File: config.mk
export PLATFORM = sky130hd
export DESIGN_NAME = dvp_stream_tx_flat
export DESIGN_NICKNAME = d
export VERILOG_FILES = /design/src/rtl/dvp_tx_pkg.sv /design/src/rtl/dvp_stream_tx_if.sv /design/src/rtl/dvp_timing_gen.sv /design/src/rtl/dvp_stream_tx.sv /design/src/flat_wrapper.sv
export SDC_FILE = /design/constraint.sdc
export NUM_CORES = 1
export LEC_CHECK = 0
export BUFFER_PORTS_ARGS = -buffer_cell sky130_fd_sc_hd__buf_4
export CAP_MARGIN = 25
export CORE_UTILIZATION = 45
export DETAILED_ROUTE_END_ITERATION = 8
export HOLD_SLACK_MARGIN = 0.15
export PLACE_DENSITY = 0.67
export SLEW_MARGIN = 15
export SYNTH_ARGS = -nofsm -noshare
export SYNTH_HDL_FRONTEND = slang
export SYNTH_SLANG_ARGS = --single-unit
File: constraint.sdc
create_clock -name pclk -period 4.54 [get_ports pclk]
set_clock_uncertainty 0.1 [all_clocks]
set_input_delay 0.454 -clock pclk [delete_from_list [all_inputs] [get_ports pclk]]
set_output_delay 0.454 -clock pclk [all_outputs]
set_load 0.01 [all_outputs]
File: src/rtl/dvp_tx_pkg.sv
// Shared definitions for the DVP transmit path: FSM state encoding,
// RGB565 colour-bar constants and a counter-width helper.
package dvp_tx_pkg;

    typedef enum logic [2:0] {
        ST_IDLE   = 3'd0,
        ST_VSYNC  = 3'd1,
        ST_VBACK  = 3'd2,
        ST_ACTIVE = 3'd3,
        ST_VFRONT = 3'd4
    } tx_state_t;

    localparam logic [15:0] BAR_WHITE   = 16'hFFFF;
    localparam logic [15:0] BAR_YELLOW  = 16'hFFE0;
    localparam logic [15:0] BAR_CYAN    = 16'h07FF;
    localparam logic [15:0] BAR_GREEN   = 16'h07E0;
    localparam logic [15:0] BAR_MAGENTA = 16'hF81F;
    localparam logic [15:0] BAR_RED     = 16'hF800;
    localparam logic [15:0] BAR_BLUE    = 16'h001F;
    localparam logic [15:0] BAR_BLACK   = 16'h0000;

    // Width of a counter that must hold 0..n-1; never narrower than 1 bit.
    function automatic int cnt_w(input int n);
        return (n <= 2) ? 1 : $clog2(n);
    endfunction

    // Colour of vertical bar idx, left to right.
    function automatic logic [15:0] bar_colour(input logic [2:0] idx);
        case (idx)
            3'd0:    return BAR_WHITE;
            3'd1:    return BAR_YELLOW;
            3'd2:    return BAR_CYAN;
            3'd3:    return BAR_GREEN;
            3'd4:    return BAR_MAGENTA;
            3'd5:    return BAR_RED;
            3'd6:    return BAR_BLUE;
            default: return BAR_BLACK;
        endcase
    endfunction

endpackage

File: src/rtl/dvp_stream_tx_if.sv
// Valid/ready pixel stream feeding the DVP transmitter.
// master = pixel producer, slave = the transmitter.
interface dvp_stream_tx_if #(
    parameter int DATA_W = 16
);
    logic [DATA_W-1:0] data;
    logic              valid;
    logic              ready;

    modport master (output data, output valid, input ready);
    modport slave  (input data, input valid, output ready);
endinterface

File: src/rtl/dvp_timing_gen.sv
// Free-running frame timing for the DVP transmitter: horizontal/vertical
// counters plus the frame FSM. All outputs are registered and describe the
// current cycle's position (computed from the next-state values).
module dvp_timing_gen
    import dvp_tx_pkg::*;
#(
    parameter int H_ACTIVE    = 640,
    parameter int H_BLANK     = 160,
    parameter int V_ACTIVE    = 480,
    parameter int VSYNC_LINES = 3,
    parameter int V_BACK      = 17,
    parameter int V_FRONT     = 10
) (
    input  logic pclk,
    input  logic rst,
    input  logic enable,
    output logic line_active,
    output logic vsync_raw,
    output logic frame_start_raw
);

    localparam int H_TOTAL = H_ACTIVE + H_BLANK;
    localparam int V_MAX01 = (VSYNC_LINES > V_BACK) ? VSYNC_LINES : V_BACK;
    localparam int V_MAX23 = (V_ACTIVE > V_FRONT) ? V_ACTIVE : V_FRONT;
    localparam int V_MAX   = (V_MAX01 > V_MAX23) ? V_MAX01 : V_MAX23;
    localparam int HW      = cnt_w(H_TOTAL);
    localparam int VW      = cnt_w(V_MAX);

    tx_state_t     state;
    tx_state_t     nxt_state;
    logic [HW-1:0] hcnt;
    logic [HW-1:0] nxt_hcnt;
    logic [VW-1:0] vcnt;
    logic [VW-1:0] nxt_vcnt;
    logic [VW-1:0] last_line;
    logic          line_end;

    assign line_end = (hcnt == HW'(H_TOTAL - 1));

    // Index of the final line of the current vertical region.
    always_comb begin
        last_line = '0;
        case (state)
            ST_VSYNC:  last_line = VW'(VSYNC_LINES - 1);
            ST_VBACK:  last_line = VW'(V_BACK - 1);
            ST_ACTIVE: last_line = VW'(V_ACTIVE - 1);
            ST_VFRONT: last_line = VW'(V_FRONT - 1);
            default:   last_line = '0;
        endcase
    end

    // Next position: hcnt wraps every line, vcnt wraps per region, and the
    // region advances on the last pixel of its last line. enable is only
    // looked at while idle or at the very end of the front porch.
    always_comb begin
        nxt_state = state;
        nxt_hcnt  = hcnt;
        nxt_vcnt  = vcnt;
        if (state == ST_IDLE) begin
            nxt_hcnt = '0;
            nxt_vcnt = '0;
            if (enable) begin
                nxt_state = ST_VSYNC;
            end
        end else if (!line_end) begin
            nxt_hcnt = hcnt + HW'(1);
        end else begin
            nxt_hcnt = '0;
            if (vcnt != last_line) begin
                nxt_vcnt = vcnt + VW'(1);
            end else begin
                nxt_vcnt = '0;
                case (state)
                    ST_VSYNC:  nxt_state = ST_VBACK;
                    ST_VBACK:  nxt_state = ST_ACTIVE;
                    ST_ACTIVE: nxt_state = ST_VFRONT;
                    ST_VFRONT: nxt_state = enable ? ST_VSYNC : ST_IDLE;
                    default:   nxt_state = ST_IDLE;
                endcase
            end
        end
    end

    // Frame FSM and counters, with the position flags registered alongside.
    always_ff @(posedge pclk or posedge rst) begin
        if (rst) begin
            state           <= ST_IDLE;
            hcnt            <= '0;
            vcnt            <= '0;
            line_active     <= 1'b0;
            vsync_raw       <= 1'b0;
            frame_start_raw <= 1'b0;
        end else begin
            state           <= nxt_state;
            hcnt            <= nxt_hcnt;
            vcnt            <= nxt_vcnt;
            line_active     <= (nxt_state == ST_ACTIVE) && (nxt_hcnt < HW'(H_ACTIVE));
            vsync_raw       <= (nxt_state == ST_VSYNC);
            frame_start_raw <= (nxt_state == ST_VSYNC) && (nxt_hcnt == '0) && (nxt_vcnt == '0);
        end
    end

endmodule

File: src/rtl/dvp_stream_tx.sv
// DVP transmitter top: converts a valid/ready RGB565 pixel stream into
// camera-style href/vsync/data timing. Timing never waits for upstream;
// a missing pixel in an active slot is replaced by FILL and flagged.
// Optional feature macro: DVP_TX_PATTERN_EN adds input pattern_on, which
// replaces the stream with eight vertical colour bars for a whole frame.
module dvp_stream_tx
    import dvp_tx_pkg::*;
#(
    parameter int              DATA_W      = 16,
    parameter int              H_ACTIVE    = 640,
    parameter int              H_BLANK     = 160,
    parameter int              V_ACTIVE    = 480,
    parameter int              VSYNC_LINES = 3,
    parameter int              V_BACK      = 17,
    parameter int              V_FRONT     = 10,
    parameter logic [DATA_W-1:0] FILL      = '0
) (
    input  logic              pclk,
    input  logic              rst,
    input  logic              enable,
`ifdef DVP_TX_PATTERN_EN
    input  logic              pattern_on,
`endif
    dvp_stream_tx_if.slave    pix,
    output logic              cmos_href,
    output logic              cmos_vsync,
    output logic [DATA_W-1:0] cmos_data,
    output logic              frame_start,
    output logic              underrun
);

    logic              line_active;
    logic              vsync_raw;
    logic              frame_start_raw;
    logic              stream_en;
    logic [DATA_W-1:0] slot_pixel;

    dvp_timing_gen #(
        .H_ACTIVE    (H_ACTIVE),
        .H_BLANK     (H_BLANK),
        .V_ACTIVE    (V_ACTIVE),
        .VSYNC_LINES (VSYNC_LINES),
        .V_BACK      (V_BACK),
        .V_FRONT     (V_FRONT)
    ) u_timing (
        .pclk            (pclk),
        .rst             (rst),
        .enable          (enable),
        .line_active     (line_active),
        .vsync_raw       (vsync_raw),
        .frame_start_raw (frame_start_raw)
    );

`ifdef DVP_TX_PATTERN_EN
    localparam int BAR_W = H_ACTIVE / 8;
    localparam int BW    = cnt_w(BAR_W);

    logic          pattern_mode;
    logic [BW-1:0] bar_pos;
    logic [2:0]    bar_idx;

    // Pattern selection is frozen for a whole frame, taken at its first cycle.
    always_ff @(posedge pclk or posedge rst) begin
        if (rst) begin
            pattern_mode <= 1'b0;
        end else if (frame_start_raw) begin
            pattern_mode <= pattern_on;
        end
    end

    // Tracks which bar the current active slot falls in; restarts every line.
    always_ff @(posedge pclk or posedge rst) begin
        if (rst) begin
            bar_pos <= '0;
            bar_idx <= '0;
        end else if (!line_active) begin
            bar_pos <= '0;
            bar_idx <= '0;
        end else if (bar_pos == BW'(BAR_W - 1)) begin
            bar_pos <= '0;
            if (bar_idx != 3'd7) begin
                bar_idx <= bar_idx + 3'd1;
            end
        end else begin
            bar_pos <= bar_pos + BW'(1);
        end
    end

    assign stream_en  = !pattern_mode;
    assign slot_pixel = pattern_mode ? DATA_W'(bar_colour(bar_idx))
                                     : (pix.valid ? pix.data : FILL);
`else
    assign stream_en  = 1'b1;
    assign slot_pixel = pix.valid ? pix.data : FILL;
`endif

    assign pix.ready = line_active & stream_en;

    // Output stage: everything lags the slot decision by exactly one cycle.
    always_ff @(posedge pclk or posedge rst) begin
        if (rst) begin
            cmos_href   <= 1'b0;
            cmos_vsync  <= 1'b0;
            cmos_data   <= '0;
            frame_start <= 1'b0;
            underrun    <= 1'b0;
        end else begin
            cmos_href   <= line_active;
            cmos_vsync  <= vsync_raw;
            cmos_data   <= line_active ? slot_pixel : '0;
            frame_start <= frame_start_raw;
            underrun    <= line_active & stream_en & !pix.valid;
        end
    end

endmodule

File: src/flat_wrapper.sv
// flat-port wrapper written by rule: the top's interface ports become plain ports
module dvp_stream_tx_flat import dvp_tx_pkg::*;
#(
    parameter int              DATA_W      = 16,
    parameter int              H_ACTIVE    = 640,
    parameter int              H_BLANK     = 160,
    parameter int              V_ACTIVE    = 480,
    parameter int              VSYNC_LINES = 3,
    parameter int              V_BACK      = 17,
    parameter int              V_FRONT     = 10,
    parameter logic [DATA_W-1:0] FILL      = '0
)
  (pclk, rst, enable, cmos_href, cmos_vsync, cmos_data, frame_start, underrun, pix_data, pix_valid, pix_ready);
  dvp_stream_tx_if #(.DATA_W(DATA_W)) pix_i ();
  input  logic pclk;
  input  logic rst;
  input  logic enable;
  output logic cmos_href;
  output logic cmos_vsync;
  output logic [DATA_W-1:0] cmos_data;
  output logic frame_start;
  output logic underrun;
  input wire logic [$bits(pix_i.data)-1:0] pix_data;
  input wire logic [$bits(pix_i.valid)-1:0] pix_valid;
  output wire logic [$bits(pix_i.ready)-1:0] pix_ready;
  assign pix_i.data = pix_data;
  assign pix_i.valid = pix_valid;
  assign pix_ready = pix_i.ready;
  dvp_stream_tx #(.DATA_W(DATA_W), .H_ACTIVE(H_ACTIVE), .H_BLANK(H_BLANK), .V_ACTIVE(V_ACTIVE), .VSYNC_LINES(VSYNC_LINES), .V_BACK(V_BACK), .V_FRONT(V_FRONT), .FILL(FILL)) u_core (.pclk(pclk), .rst(rst), .enable(enable), .pix(pix_i), .cmos_href(cmos_href), .cmos_vsync(cmos_vsync), .cmos_data(cmos_data), .frame_start(frame_start), .underrun(underrun));
endmodule
Word-level counts from Yosys, hierarchy flattened. Cells that the tools add are included.

Register bits after elaboration: 45. Input bits: 20. Output and inout port bits: 21. Logic and storage cells: 44.

Add/subtract/negate cells: 2. Order comparisons: 1. Equal/unequal tests: 8. Muxes and demuxes: 14. Bitwise logic cells: 1. Reduce and logical (&&, ||, !) cells: 7.

Operators with widths (number): 9-bit case mux with 4 select lines (1); 16-bit two-way mux (2); 9-bit two-way mux (3); 10-bit two-way mux (2); 3-bit two-way mux (4); 3-bit case mux with 4 select lines (1); 10-bit by 1-bit adder with 10-bit output (second input constant) (1); 10-bit equality test (second input constant) (1); 10-bit zero test (1); 10-bit < comparator (second input constant) (1); 9-bit by 1-bit adder with 9-bit output (second input constant) (1); 3-bit by 2-bit equality test with 1-bit output (second input constant) (3); 9-bit zero test (1); 9-bit inequality test (1); 3-bit by 1-bit equality test with 1-bit output (second input constant) (2); 3-bit equality test (second input constant) (1); 1-bit logical AND (3); 3-bit zero test (1); 1-bit bitwise AND (1); 1-bit zero test (1); 1-bit two-way mux (1).

Logic depth before layout (Yosys ltp). Gate-level depths: netlist (run 1).

Depth after elaboration: 9. Depth in mapped cells: 9. Gate-level depth less buffers: 7.

Cells and area by module. Synthesis (run 1) repeated with hierarchy kept, for this count alone.

Cells, all modules: 224. Area, all modules: 2275.9 um^2.

Modules (own cells, without submodules): dvp_timing_gen (instances 1, cells each 184, area each 1632.8 um^2); dvp_stream_tx (instances 1, cells each 40, area each 643.1 um^2).

Worst setup path after synthesis (run 1). OpenSTA, ideal clock, no wires.

Kind: register to register. Start point: reg u_core.u_timing.hcnt[0]. End point: reg u_core.u_timing.frame_start_raw. Setup time: 0.100 ns. Arrival time: 2.024 ns. Slack: 2.316 ns. Cell stages (with the launch flop): 9. Path buffers: 2. Period minus slack after synthesis: 2.224 ns. Cell sequence: dfrtp_1 -> ha_1 -> buf_2 -> nand4_1 -> or3_4 -> buf_6 -> o31ai_4 -> a31oi_1 -> nor4bb_1.

Cells in the longest elaborated chain, start to end: 6. Elaborated cells between the ends (all ways): 13. Classes of those cells: 1 x add/sub; 2 x eq/ne; 6 x mux; 4 x reduce/logical.

RTL lines: start, declared (RTL line dvp_timing_gen.sv:31) `logic [HW-1:0] hcnt;`; start signal, assigned (RTL line dvp_timing_gen.sv:95) `hcnt <= nxt_hcnt;`; 10-bit by 1-bit adder with 10-bit output / 10-bit equality test (equally long branches) (RTL line dvp_timing_gen.sv:66, dvp_timing_gen.sv:38); 10-bit two-way mux / 3-bit two-way mux (equally long branches) (RTL line dvp_timing_gen.sv:65) `end else if (!line_end) begin`; 10-bit two-way mux / 3-bit two-way mux (equally long branches) (RTL line dvp_timing_gen.sv:59) `if (state == ST_IDLE) begin`; 10-bit zero test / 3-bit by 1-bit equality test with 1-bit output (equally long branches) (RTL line dvp_timing_gen.sv:99) `frame_start_raw <= (nxt_state == ST_VSYNC) && (nxt_hcnt == '0) && (nxt_vcnt == '0);`; 1-bit logical AND (RTL line dvp_timing_gen.sv:99); 1-bit logical AND * (RTL line dvp_timing_gen.sv:99); end signal, assigned (RTL line dvp_timing_gen.sv:99); end, declared (RTL line dvp_timing_gen.sv:19) `output logic frame_start_raw`.

Every way passes the cells marked *; elsewhere a longest branch is shown, timed or not.

Final worst setup path (run 1). Ends and elaborated chain as after synthesis.

==> results of run 1 <==
[path summary, 6_finish.rpt]
check / from / to / slack, ns / depth (start not counted)
hold / removal: u_core.u_timing.vsync_raw$_DFF_PP0_ / u_core.cmos_vsync$_DFF_PP0_ / 0.26 / 0
min in group asynchronous: rst / u_core.cmos_data[8]$_DFF_PP0_ / 0.65 / 3
hold reg to reg: u_core.u_timing.vsync_raw$_DFF_PP0_ / u_core.cmos_vsync$_DFF_PP0_ / 0.26 / 0
setup / recovery: u_core.u_timing.hcnt[0]$_DFF_PP0_ / u_core.u_timing.frame_start_raw$_DFF_PP0_ / 2.01 / 7
setup reg to reg: u_core.u_timing.hcnt[0]$_DFF_PP0_ / u_core.u_timing.frame_start_raw$_DFF_PP0_ / 2.01 / 7
max in group asynchronous: rst / u_core.u_timing.hcnt[4]$_DFF_PP0_ / 3.22 / 4
[logic make-up after synthesis]
family	share of synthesized area
and+or+nand+nor	0.270
DFF	0.492
AOI/OAI and AO/OA	0.0820
xor gates and xnor gates	0.0842
buffers and inverters	0.0481
muxes	0.0131
adders and majority gates	0.0109
[registers in the layout, indices dropped and copies added (netlist names)]
signal / cells
u_core.cmos_data: 16
u_core.u_timing.hcnt: 10
u_core.u_timing.vcnt: 9
u_core.u_timing.state: 3
u_core.cmos_href: 1
u_core.cmos_vsync: 1
u_core.frame_start: 1
u_core.u_timing.frame_start_raw: 1
u_core.u_timing.line_active: 1
u_core.u_timing.vsync_raw: 1
u_core.underrun: 1
[layer usage]
layer,global-route usage,wire [um],up-vias
met2,0.324,2300,41
met4,0.0791,70,0
met5,0,0,-
met1,0.246,2180,870
li1,-,-,873
met3,0.0384,146,7
[where the power goes]
| group | internal, uW | leakage, uW | total [uW] | switching [uW] |
|---|---|---|---|---|
| clock network | 107 | 0.0000450 | 236 | 129 |
| registers | 400 | 0.000599 | 400 | 0 |
| logic | 13.4 | 0.000688 | 25.0 | 11.7 |
[critical path, stage by stage (launching register included)]
cell and delay (ns):
dfrtp_1 0.43, ha_1 0.33, nand4_1 0.21, nor4_1 0.57
nand4_1 0.17, a22oi_1 0.22, a31oi_1 0.13, nor4bb_1 0.28
[metrics by stage]
stage	utilization	total power, uW	hold WS (ns)	setup slack (ns)
2_1_floorplan	-	415	0.231	2.32
3_3_place_gp	0.536	430	0.233	2.16
3_5_place_dp	0.536	431	0.240	2.06
4_1_cts	0.553	668	0.267	2.05
5_1_grt	0.561	689	0.276	1.78
6_report	0.561	662	0.263	2.01
[layout make-up]
type                    instances  share of cell area
flip-flops and latches         45               0.417
well taps                      67              0.0310
clock buffers                   6              0.0269
clock inverters                 2             0.00371
repair buffers                 42               0.125
multi-input cells             165               0.390
inverters                       5             0.00695
[cell usage after synthesis (2+ instances only)]
cell / n / share of area
or3_1: 3 / 0.0082
nand2_1: 11 / 0.018
a31oi_1: 3 / 0.0082
xnor2_1: 9 / 0.034
xor2_1: 13 / 0.050
nor2_1: 29 / 0.048
mux2i_1: 3 / 0.013
nor4_1: 3 / 0.0082
nor3_1: 8 / 0.017
clkbuf_1: 5 / 0.0082
buf_6: 3 / 0.015
buf_2: 6 / 0.013
o31ai_1: 2 / 0.0066
nand3b_1: 3 / 0.0098
o21ai_0: 4 / 0.0087
inv_1: 5 / 0.0082
nand4_1: 9 / 0.025
a21oi_1: 2 / 0.0044
dfrtp_1: 45 / 0.49
ha_1: 2 / 0.011
nand2b_1: 3 / 0.0082
and3_1: 19 / 0.052
nor2b_1: 5 / 0.014
nand3_1: 10 / 0.022
a211o_1: 3 / 0.011
==> flow_metrics.py, run 1 <==
metrics = {
    "outcome": {
        "status": "complete, no violations",
    },
    "synthesis": {
        "syn_area_mm2": 0.00229,
        "ys.flop_type": "dfrtp_1",
        "synth_edf_count": 0,
        "ys_seq_elements": 45,
        "syn_nets": 253,
        "seq_area_frac_synth": 0.492,
        "avgSynthCellArea_um2": 9.91,
        "synth-async-reset-ratio": 1.00,
        "yosysWarnings": 0,
        "ys_types": 48,
        "synthCells": 231,
    },
    "power_and_ir_drop": {
        "power.density_mw_per_mm2": 245,
        "power.leakage_uw": 0.00133,
        "vdd_drop_max_v": 0.000147,
    },
    "critical_path": {
        "startpoint_type": "flip-flop",
        "critPathKind": "flip-flop to flip-flop",
        "cp_max_fo": 6,
        "cp-end-kind": "flip-flop",
        "required_ns": 4.63,
        "critPathArrivalTime_ns": 2.63,
    },
    "place": {
        "gp_congestion": 0.811,
        "dp_cells": 322,
        "numPortBuffers": 40,
        "dpl_cell_area_mm2": 0.00258,
        "dp_hpwl_um": 3300,
    },
    "floorplanning": {
        "num_io_pins": 41,
        "core_area_mm2": 0.00482,
        "rows": 25,
        "die_y_um": 73.3,
        "die-area_mm2": 0.00537,
        "die_w_um": 73.3,
        "start_util": 0.475,
    },
    "clock_network": {
        "tritoncts.num_buffers": 5,
        "post_cts_buffers": 0,
        "clockBufferDepth": 2,
        "h-tree-depth": 2,
        "clock_sinks": 45,
        "cts_tree": "done",
        "cts_root_buf": "clkbuf_8",
        "cts.hold.buffers_added": 0,
        "clk_pin_slew_ns": 0.08,
        "cts_resized": 0,
        "insertion_delay_ns": 0.30,
    },
    "routing": {
        "post-route-drc-count": 0,
        "viasPerCell": 5.39,
        "wl_um": 4700,
        "via_count": 1791,
        "drtIter0Drc": 123,
        "ant_nets": 0,
        "routedWlPerCell_um": 14.1,
        "firstDrtPassIters": 4,
    },
    "worst_hold_path": {
        "worst_hold_path_type": "flip-flop to flip-flop",
    },
    "timing": {
        "slew_violations": 0,
        "fin_tns_setup_ns": 0,
        "rsz0062_at_grt": "no",
        "setup_viol": 0,
        "worstMarginPinSlew_ns": 0.628,
        "max_freq_mhz": 395,
        "hold_viol": 0,
        "slew_headroom": 0.578,
        "period_share": 0.558,
        "min_period_ns": 2.53,
    },
    "grt": {
        "grt_usage": 0.194,
        "antenna_found_initial": 0,
        "grt_max_degree": 46,
        "grt_pass1_wl_um": 7960,
        "grt_overflow_total": 0,
        "grt_pass1_vias": 1761,
    },
    "cells_and_area": {
        "finalNetCount": 286,
        "final_cells": 332,
        "syn_to_final_growth_pct": 18.0,
        "drive_above_1_share": 0.211,
        "final_cell_mix": "dfrtp_1 (45), buf_4 (40), nor2_1 (29)",
        "layout.cells.most_common": "dfrtp_1",
        "finish.instance_area_mm2": 0.00270,
        "diodes": 0,
        "seqCellArea_mm2": 0.00113,
        "fillCellCount": 452,
        "multiInputGateArea_mm2": 0.00105,
    },
    "flow_run": {
        "maxCapViolCount": 0,
    },
}
No activity file was read; power rests on OpenSTA's default activity.
==> run 2, diff against run 1 <==
Settings changed: PLACE_DENSITY 0.67 to 0.69.
Clock period 4.54 ns to 2.19 ns, I/O delays scaled along.
==> run 2 against run 1 <==
- die area unchanged
- worst setup slack lost 2.0 ns
- register-to-register slack worse by 2.0 ns
- first-iteration DRC count down 22%
- critical path type unchanged
- largest cell class is now multi-input combinational cells
==> flow_metrics.py, run 2 (same netlist as run 1, synthesis figures left out) <==
metrics = {
    "power_and_ir_drop": {
        "vdd_drop_max_v": 0.000305,
        "power.density_mw_per_mm2": 480,
        "power.leakage_uw": 0.00153,
        "finalPower_uw": 1510,
    },
    "place": {
        "dp_hpwl_um": 3510,
        "numPortBuffers": 40,
        "gp_congestion": 0.831,
    },
    "cells_and_area": {
        "final_cell_mix": "buf_4 (61), dfrtp_1 (42), nor2_1 (28)",
        "drive_above_1_share": 0.305,
        "fillCellCount": 382,
        "seqCellArea_mm2": 0.00113,
        "layout.cells.most_common": "buf_4",
        "fin_util": 0.651,
        "multiInputGateArea_mm2": 0.00115,
        "reg_top3": "u_core.cmos_data: 16 flops, u_core.u_timing.hcnt: 10 flops, u_core.u_timing.vcnt: 9 flops",
        "regMostFlops": "u_core.cmos_data",
        "diodes": 0,
        "largest_reg_flops": 16,
        "finalNetCount": 324,
        "syn_to_final_growth_pct": 37.1,
    },
    "floorplanning": {
        "die-area_mm2": 0.00537,
        "die_y_um": 73.3,
        "num_io_pins": 41,
        "rows": 25,
        "die_w_um": 73.3,
        "start_util": 0.475,
        "core_area_mm2": 0.00482,
    },
    "grt": {
        "antenna_found_initial": 0,
        "grt_pass1_vias": 1843,
        "grt_max_degree": 46,
        "grt_pass1_wl_um": 8720,
        "grt_usage": 0.216,
        "grt_overflow_total": 0,
    },
    "routing": {
        "wl_um": 5600,
        "ant_nets": 0,
        "routedWlPerCell_um": 15.2,
        "post-route-drc-count": 0,
        "drtIter0Drc": 96,
        "viasPerCell": 5.33,
        "via_count": 1965,
        "firstDrtPassIters": 4,
    },
    "critical_path": {
        "critPathKind": "flip-flop to flip-flop",
        "cp_max_fo": 6,
        "rrSetupSlack_ns": 0.03,
        "required_ns": 2.29,
        "reg2reg_depth": 8,
        "critPathArrivalTime_ns": 2.26,
        "startpoint_type": "flip-flop",
        "cp-end-kind": "flip-flop",
    },
    "timing": {
        "hold_viol": 0,
        "rsz0062_at_grt": "yes",
        "setup_viol": 0,
        "max_freq_mhz": 463,
        "slew_violations": 0,
        "slew_headroom": 0.628,
        "period_share": 0.986,
        "min_period_ns": 2.16,
        "worstMarginPinSlew_ns": 0.557,
    },
    "clock_network": {
        "clock_sinks": 45,
        "h-tree-depth": 2,
        "cts_root_buf": "clkbuf_8",
        "insertion_delay_ns": 0.30,
        "clk_pin_slew_ns": 0.08,
        "tritoncts.num_buffers": 5,
        "clockBufferDepth": 2,
        "cts_tree": "done",
    },
    "flow_run": {
        "maxCapViolCount": 0,
    },
    "outcome": {
        "status": "complete, no violations",
    },
    "worst_hold_path": {
        "worst_hold_path_type": "flip-flop to flip-flop",
        "min_path_cells": 0,
    },
}
==> run 2: area by class of cell <==
| cell class | count | share of cell area |
|---|---|---|
| Multi-Input combinational cell | 165 | 0.368 |
| Inverter | 5 | 0.00598 |
| Tap cell | 67 | 0.0267 |
| Timing Repair Buffer | 80 | 0.207 |
| Clock inverter | 2 | 0.0112 |
| Sequential cell | 45 | 0.360 |
| Clock buffer | 5 | 0.0219 |
==> run 2: timing repair <==
item | CTS | global route
setup buffers | 0 | 1
endpoints found under the setup margin | 3 | 8
pin swaps | 1 | 10
hold buffers | 19 | 0
endpoints found under the hold margin | 63 | 0
resized for setup | 2 | 18
==> run 2: worst paths after layout <==
check / startpoint / to
worst max-delay path: u_core.u_timing.hcnt[1]$_DFF_PP0_ / u_core.u_timing.frame_start_raw$_DFF_PP0_
worst min-delay path: u_core.u_timing.vsync_raw$_DFF_PP0_ / u_core.cmos_vsync$_DFF_PP0_
worst min register to register: u_core.u_timing.vsync_raw$_DFF_PP0_ / u_core.cmos_vsync$_DFF_PP0_
max in group asynchronous: rst / u_core.u_timing.vcnt[0]$_DFF_PP0_
min in group asynchronous: rst / u_core.u_timing.line_active$_DFF_PP0_
worst max register to register: u_core.u_timing.hcnt[1]$_DFF_PP0_ / u_core.u_timing.frame_start_raw$_DFF_PP0_
==> run 2: through the flow <==
| step | setup TNS [ns] | cell area (um2) | worst slack, ns | hold slack (ns) | cells |
|---|---|---|---|---|---|
| after floorplan | 0 | 2300 | 0.0188 | 0.185 | 231 |
| after global placement | 0 | 2740 | 0.0187 | 0.231 | 342 |
| after detailed placement | -0.00379 | 2740 | -0.00379 | 0.237 | 342 |
| after CTS | -0.0732 | 3040 | -0.0732 | 0.256 | 368 |
| after global routing | -0.0788 | 3140 | -0.0771 | 0.266 | 369 |
| final | 0 | 3140 | 0.0303 | 0.260 | 369 |
==> run 2: report_power, final <==
part           switching (uW)  internal [uW]  leakage (uW)
logic                    30.0           44.8      0.000880
clock network             270            332     0.0000540
registers                   0            830      0.000595
total                     300           1210       0.00153
==> run 2: worst max-delay path, stage by stage, from the launching register on <==
cell      delay, ns
dfrtp_1        0.41
ha_2           0.20
nand4_1        0.09
buf_4          0.16
nor3_4         0.07
or4_1          0.53
o41ai_4        0.09
a31oi_2        0.16
nor4bb_2       0.26
==> run 2: metal layers <==
metal / wire length (um) / global-route usage
met5: 0 / 0
met1: 2440 / 0.274
met2: 2680 / 0.365
met4: 124 / 0.0833
met3: 352 / 0.0412
